<file path="config.mk">
export PLATFORM = sky130hd
export DESIGN_NAME = layer_seq_ctrl_flat
export DESIGN_NICKNAME = d
export VERILOG_FILES = /design/src/rtl/layer_seq_ctrl_if.sv /design/src/rtl/layer_seq_ctrl.sv /design/src/flat_wrapper.sv
export SDC_FILE = /design/constraint.sdc
export NUM_CORES = 1
export LEC_CHECK = 0
export CORE_ASPECT_RATIO = 0.7
export CORE_MARGIN = 8
export CORE_UTILIZATION = 48
export DETAILED_ROUTE_END_ITERATION = 7
export HOLD_SLACK_MARGIN = 0.02
export PLACE_DENSITY = 0.8
export SYNTH_ARGS = -nofsm -noshare
export SYNTH_HDL_FRONTEND = slang
export SYNTH_SLANG_ARGS = --single-unit
</file>
<file path="constraint.sdc">
create_clock -name clk -period 16.4 [get_ports clk]
set_input_delay 2.46 -clock clk [delete_from_list [all_inputs] [get_ports clk]]
set_output_delay 2.46 -clock clk [all_outputs]
set_load 0.02 [all_outputs]
</file>
<file path="src/rtl/layer_seq_ctrl_if.sv">
// Bundle between one neuron layer and the next: parallel capture in, serial words out.
// Carries the capture strobe/data, the serial stream, status flags and argmax result.
// No backpressure: the consuming layer must accept one word per cycle while x_valid is high.
interface layer_seq_ctrl_if #(
  parameter int NN        = 10,
  parameter int dataWidth = 16
);
  localparam int IW = (NN > 1) ? $clog2(NN) : 1;

  logic [NN-1:0]           o_valid;
  logic [NN*dataWidth-1:0] x_out;
  logic                    x_valid;
  logic [dataWidth-1:0]    x_in;
  logic                    busy;
  logic                    layer_done;
  logic                    overrun;
  logic                    sync_err;
  logic [IW-1:0]           class_idx;
  logic                    class_valid;

  // Sequencer side
  modport master (
    input  o_valid, x_out,
    output x_valid, x_in, busy, layer_done, overrun, sync_err, class_idx, class_valid
  );

  // Layer / environment side
  modport slave (
    output o_valid, x_out,
    input  x_valid, x_in, busy, layer_done, overrun, sync_err, class_idx, class_valid
  );
endinterface

</file>
<file path="src/rtl/layer_seq_ctrl.sv">
// Captures NN parallel neuron outputs and replays them as NN back-to-back serial words.
// Latency: first word one cycle after capture; optional argmax (SEQ_ARGMAX_EN) one cycle after layer_done.
// No backpressure: captures arriving mid-burst are dropped and flagged via sticky overrun.
module layer_seq_ctrl #(
  parameter int NN        = 10,
  parameter int dataWidth = 16
) (
  input logic               clk,
  input logic               rst,
  layer_seq_ctrl_if.master  bus
);
  localparam int CW = (NN > 1) ? $clog2(NN) : 1;
  localparam logic [CW-1:0] LAST = CW'(NN - 1);

  typedef enum logic {IDLE, SEND} state_t;

  state_t               state;
  logic [CW-1:0]        cnt;
  logic [CW-1:0]        cnt_nxt;
  logic [dataWidth-1:0] x_in_q;
  logic                 layer_done_q;
  logic                 overrun_q;
  logic                 sync_err_q;
  logic                 last_word;
  logic                 accept;
  logic [dataWidth-1:0] word_buf [NN];

  assign cnt_nxt   = cnt + 1'b1;
  assign last_word = (state == SEND) && (cnt == LAST);
  // A new layer is taken only when idle or on the final word of the current burst.
  assign accept    = bus.o_valid[0] && ((state == IDLE) || last_word);

  // Snapshot the producing layer's outputs on every accepted capture only
  always_ff @(posedge clk) begin
    if (!rst && accept) begin
      for (int k = 0; k < NN; k++) begin
        word_buf[k] <= bus.x_out[k*dataWidth +: dataWidth];
      end
    end
  end

  // Burst sequencer: IDLE waits for a capture, SEND walks the buffer one word per cycle
  always_ff @(posedge clk) begin
    if (rst) begin
      state        <= IDLE;
      cnt          <= '0;
      x_in_q       <= '0;
      layer_done_q <= 1'b0;
      overrun_q    <= 1'b0;
      sync_err_q   <= 1'b0;
    end else begin
      layer_done_q <= 1'b0;
      if (accept) begin
        // Word 0 is taken straight from x_out so it can appear the very next cycle.
        state        <= SEND;
        cnt          <= '0;
        x_in_q       <= bus.x_out[dataWidth-1:0];
        layer_done_q <= (NN == 1);
        if (!(&bus.o_valid)) sync_err_q <= 1'b1;
      end else begin
        case (state)
          IDLE: begin
            x_in_q <= '0;
          end
          SEND: begin
            if (last_word) begin
              state  <= IDLE;
              cnt    <= '0;
              x_in_q <= '0;
            end else begin
              cnt          <= cnt_nxt;
              x_in_q       <= word_buf[cnt_nxt];
              layer_done_q <= (cnt_nxt == LAST);
              if (bus.o_valid[0]) overrun_q <= 1'b1;
            end
          end
          default: state <= IDLE;
        endcase
      end
    end
  end

  assign bus.x_valid    = (state == SEND);
  assign bus.busy       = (state == SEND);
  assign bus.x_in       = x_in_q;
  assign bus.layer_done = layer_done_q;
  assign bus.overrun    = overrun_q;
  assign bus.sync_err   = sync_err_q;

`ifdef SEQ_ARGMAX_EN
  logic signed [dataWidth-1:0] run_max;
  logic signed [dataWidth-1:0] cur_word;
  logic [CW-1:0]               run_idx;
  logic [CW-1:0]               cls_idx_q;
  logic                        cls_vld_q;
  logic                        take;

  assign cur_word = x_in_q;
  // Strict compare so a tie keeps the earlier (lower) index.
  assign take     = (cnt == '0) || (cur_word > run_max);

  // Fold each emitted word into the running max; publish the winner after the last word
  always_ff @(posedge clk) begin
    if (rst) begin
      run_max   <= '0;
      run_idx   <= '0;
      cls_idx_q <= '0;
      cls_vld_q <= 1'b0;
    end else begin
      cls_vld_q <= 1'b0;
      if (state == SEND) begin
        if (take) begin
          run_max <= cur_word;
          run_idx <= cnt;
        end
        if (cnt == LAST) begin
          cls_vld_q <= 1'b1;
          cls_idx_q <= take ? cnt : run_idx;
        end
      end
    end
  end

  assign bus.class_idx   = cls_idx_q;
  assign bus.class_valid = cls_vld_q;
`else
  assign bus.class_idx   = '0;
  assign bus.class_valid = 1'b0;
`endif

endmodule
</file>
<file path="src/flat_wrapper.sv">
// flat-port wrapper written by rule: the top's interface ports become plain ports
module layer_seq_ctrl_flat 
#(
  parameter int NN        = 10,
  parameter int dataWidth = 16
)
  (clk, rst, bus_o_valid, bus_x_out, bus_x_valid, bus_x_in, bus_busy, bus_layer_done, bus_overrun, bus_sync_err, bus_class_idx, bus_class_valid);
  layer_seq_ctrl_if #(.NN(NN), .dataWidth(dataWidth)) bus_i ();
  input logic clk;
  input logic rst;
  input wire logic [$bits(bus_i.o_valid)-1:0] bus_o_valid;
  input wire logic [$bits(bus_i.x_out)-1:0] bus_x_out;
  output wire logic [$bits(bus_i.x_valid)-1:0] bus_x_valid;
  output wire logic [$bits(bus_i.x_in)-1:0] bus_x_in;
  output wire logic [$bits(bus_i.busy)-1:0] bus_busy;
  output wire logic [$bits(bus_i.layer_done)-1:0] bus_layer_done;
  output wire logic [$bits(bus_i.overrun)-1:0] bus_overrun;
  output wire logic [$bits(bus_i.sync_err)-1:0] bus_sync_err;
  output wire logic [$bits(bus_i.class_idx)-1:0] bus_class_idx;
  output wire logic [$bits(bus_i.class_valid)-1:0] bus_class_valid;
  assign bus_i.o_valid = bus_o_valid;
  assign bus_i.x_out = bus_x_out;
  assign bus_x_valid = bus_i.x_valid;
  assign bus_x_in = bus_i.x_in;
  assign bus_busy = bus_i.busy;
  assign bus_layer_done = bus_i.layer_done;
  assign bus_overrun = bus_i.overrun;
  assign bus_sync_err = bus_i.sync_err;
  assign bus_class_idx = bus_i.class_idx;
  assign bus_class_valid = bus_i.class_valid;
  layer_seq_ctrl #(.NN(NN), .dataWidth(dataWidth)) u_core (.clk(clk), .rst(rst), .bus(bus_i));
endmodule
</file>
# After elaboration in Yosys (flattened, before gate mapping)
# Memory sizes are Yosys's and may differ from the RTL's.
# Index checks and enable logic that the tools add are counted.
totals:
  register_bits: 24
  latch_bits: 0
  ram_bits: 160
  rom_bits: 0
  input_bits: 172
  output_inout_bits: 26
  memories: 1
op_classes:
  n_addsub: 1
  mul: 0
  n_div: 0
  magnitude_cmp: 0
  n_eq_ne: 2
  shifts: 0
  muxes: 9
  n_bitwise: 4
  reduce_logical: 10
mem_list:
  columns: ["name", "depth", "width", "rd", "rd_ports_with_merged_regs", "wr", "line", "source"]
  rows:
  - ["u_core.word_buf", 10, 16, 1, 0, 10, "layer_seq_ctrl.sv:26", "logic [dataWidth-1:0] word_buf [NN];"]
ops:
  columns: ["cell", "count"]
  rows:
  - ["two-way mux 16 bit", 2]
  - ["one-hot mux 16 bit (2 select lines)", 1]
  - ["AND reduction 10 bit", 1]
  - ["== test 4 bit, second input constant", 2]
  - ["two-way mux 1 bit", 5]
  - ["adder 4 x 1 -> 4 bit, second input constant", 1]
  - ["two-way mux 4 bit", 1]
  - ["inverter 1 bit", 4]
  - ["AND reduction 4 bit", 1]
  - ["OR reduction 4 bit", 1]
  - ["logical AND 1 bit", 3]
  - ["AND reduction 2 bit", 1]
  - ["OR reduction 2 bit", 1]
  - ["zero test 1 bit", 1]
  - ["logical OR 1 bit", 1]

# Logic depth before layout (Yosys ltp)
logic_depth:
  ltp_word: 7
  depth_mapped: 10
  mapped_depth_nobuf: 7

# Worst setup path after synthesis
# OpenSTA, ideal clock, no wires.
synth_path:
  kind: "input port to flip-flop"
  from: "in rst"
  to: "mem u_core.word_buf[0][0] (enable)"
  arrival_ns: 13.540
  required_time_ns: 15.525
  path_slack_ns: 1.985
  path_stages: 2
  path_buffers: 1
  cell_sequence: "clkbuf_1 nor3_1"
synth_lines:
  columns: ["item", "line", "source"]
  rows:
  - ["start, declared", "flat_wrapper.sv:10", "input logic rst;"]
  - ["end, declared", "layer_seq_ctrl.sv:26", null]

==> results.yml <==
hold_path:
  hp-class: "flip-flop to flip-flop"
  hold_depth: 2
  min_to: "u_core.bus.overrun$_SDFFE_PP0P_"
  hold_start: "u_core.bus.overrun$_SDFFE_PP0P_"
placement:
  place_congestion: 0.795
  place_inst: 716
  io_buffers: 192
  post-dp-hpwl_mm: 11.4
final_layout:
  antenna_cells: 0
  area_growth_pct: 38.0
  final_nets: 715
  layout_common_cells: "clkdlybuf4s50_1 (192), edfxtp_1 (160), mux4_2 (32)"
  drive_above_1_share: 0.161
  layout_commonest_cell: "clkdlybuf4s50_1"
  stdcell_count: 748
worst_setup_path:
  r2r_end: "u_core.word_buf[2][6]$_DFFE_PP_"
  path_cells: "clkdlybuf4s50_1, buf_4, nor3_2, buf_4, buf_4"
  reg2regPathDepth: 6
  slowest_stage: "buf_4"
  startpoint_type: "primary input"
  crit_start: "rst"
  crit_required_ns: 16.43
  crit_type: "primary input to flip-flop"
  worstSetupEndpointType: "flip-flop"
  cp_max_fo: 88
  r2r_start: "u_core.cnt[0]$_SDFFE_PP0P_"
  arrival_ns: 5.11
  ff2ff_setup_slack_ns: 12.50
  max_stage_delay_ns: 0.96
  timing.critical_path.mode_cell: "buf_4"
die:
  num_rows: 37
  die_h_um: 117
  die_area_mm2: 0.0188
  io_pins: 198
  core_mm2: 0.0145
  start_util: 0.485
  die_w_um: 161
sta:
  fmax_mhz: 197
  finalSetupTns_ns: 0
  maxSlewHeadroom: 0.268
  final-setup-viol-count: 0
  maxSlewViolCount: 0
  finalHoldViolations: 0
  min_period_ns: 5.08
  worst_slew_pin_slew_ns: 1.10
  min_period_over_period: 0.310
  rsz0062_at_grt: "no"
  clock_skew_ns: 0.0151
grt:
  use_met1: 0.233
  grt_use_met2: 0.288
  antenna_found_initial: 0
  grt_start_max_net_pins: 89
  track_usage: 0.180
  grt_pass1_vias: 4429
  grt_pass1_wl_mm: 25.0
  gr-total-overflow: 0
  grtUsageMet3: 0.0671
  grt_busiest_layer: "met2"
synthesis:
  ys_ff_latch: 184
  synth_area_mm2: 0.00703
  ys_types: 34
  syn_inst: 346
  synth_seq_area_share: 0.751
  synth_warnings: 0
  syn_area_per_cell_um2: 20.3
routing:
  drtIter0Drc: 308
  via_per_inst: 5.36
  dr.pass1.iters: 4
  vias: 4007
  totalWireLength_mm: 16.7
  antenna_left: 0
  wire_per_inst_um: 22.4
  drc: 0
cts:
  numCtsBuffers: 17
  cts_tree: "done"
  cts_setup_buffers: 0
  cts-hold-fix-buffers: 0
  htree_levels: 4
  clock_latency_ns: 0.42
  cts-root-buf: "clkbuf_16"
  path_clk_slew_ns: 0.06
  clock_path_buffers: 2
  numClockSinks: 184
  cts_resized: 0
job:
  maxCapViolCount: 0
pwr:
  p_per_area_mw_per_mm2: 111
  p_total_w: 0.00108
  p_leak_nw: 3.15
  irDropWorstVdd_v: 0.0000685
run_status:
  status: "finished, final reports clean"
worst max-delay path: cells and delay by family:
family | cells | cell delay (ns)
and+or+nand+nor | 1 | 0.17
buffers and inverters | 4 | 2.35
report_power, final:
group / total (W) / switching (W) / internal (W)
clock network: 0.000432 / 0.000175 / 0.000257
logic: 0.000106 / 0.0000401 / 0.0000655
registers: 0.000542 / 0.0000107 / 0.000531
cells by family after synthesis:
kind of cell,count (synthesis),synth area share
AOI/OAI and AO/OA,42,0.0414
xor gates and xnor gates,1,0.00391
adders and majority gates,3,0.00534
buffers and inverters,29,0.0265
DFF,184,0.751
muxes,65,0.152
other,1,0.000533
and+or+nand+nor,21,0.0187
registers in the layout, indices dropped and copies added, names as in the netlist:
register	flops
u_core.cnt	4
u_core.bus.overrun	1
u_core.bus.x_in	16
u_core.word_buf	160
u_core.bus.busy	1
u_core.bus.sync_err	1
u_core.bus.layer_done	1
synth_stat cells:
library cell,number,area share
edfxtp_1,160,0.68
mux4_2,32,0.10
dfxtp_1,24,0.068
mux2i_1,17,0.024
a22oi_1,16,0.017
mux2_2,16,0.026
o22ai_1,16,0.014
buf_4,11,0.012
a21oi_1,5,0.0036
buf_2,5,0.0036
clkbuf_1,5,0.0027
nor2_1,5,0.0027
buf_6,4,0.0064
inv_1,4,0.0021
nand2_1,4,0.0021
ha_1,3,0.0053
nand4_1,2,0.0018
a21oi_4,1,0.0023
a221oi_1,1,0.0012
a32oi_1,1,0.0012
conb_1,1,0.00053
nand2b_1,1,0.00089
nand3_1,1,0.00071
nand3_4,1,0.0025
nand4b_1,1,0.0012
nor2_2,1,0.00089
nor3_1,1,0.00071
nor3_2,1,0.0014
nor3b_1,1,0.0011
nor4bb_1,1,0.0014
o21a_1,1,0.0011
o21ai_0,1,0.00071
or2_4,1,0.0012
xor2_4,1,0.0039
metal layers:
metal | vias to the layer above | share of wire
li1 | 1791 | -
met2 | 213 | 0.46
met4 | 0 | 0.0062
met5 | - | 0
met3 | 11 | 0.093
met1 | 1992 | 0.44
area by class of cell:
cell class / count / area (um^2)
clock buffers: 19 / 433
clock inverters: 13 / 190
fillers: 956 / 4780
inverters: 4 / 15.0
multi-input cells: 137 / 1580
flip-flops and latches: 184 / 5290
well taps: 195 / 244
repair buffers: 196 / 1950
how the worst max path moves through the flow:
stage	to	slack [ns]	cells after the start
finish	u_core.word_buf[2][6]$_DFFE_PP_	11.32	5
global route	u_core.word_buf[8][4]$_DFFE_PP_	11.14	5
CTS	u_core.word_buf[8][4]$_DFFE_PP_	11.32	5
detailed placement	u_core.word_buf[3][7]$_DFFE_PP_	10.88	5
global placement	u_core.word_buf[4][6]$_DFFE_PP_	11.01	5
floorplan	u_core.word_buf[0][0]$_DFFE_PP_	1.98	2
stage by stage:
stage                     hold slack [ns]   util  cell area (um^2)  setup slack [ns]
final                               0.505  0.670              9710             11.32
after global routing                0.546  0.670              9710             11.14
after CTS                           0.515  0.670              9710             11.32
after detailed placement            0.501  0.627              9080             10.88
after global placement              0.460  0.627              9080             11.01
after floorplan                     0.558      -              7050              1.98
Note: power is estimated with default switching activity, not from simulation.
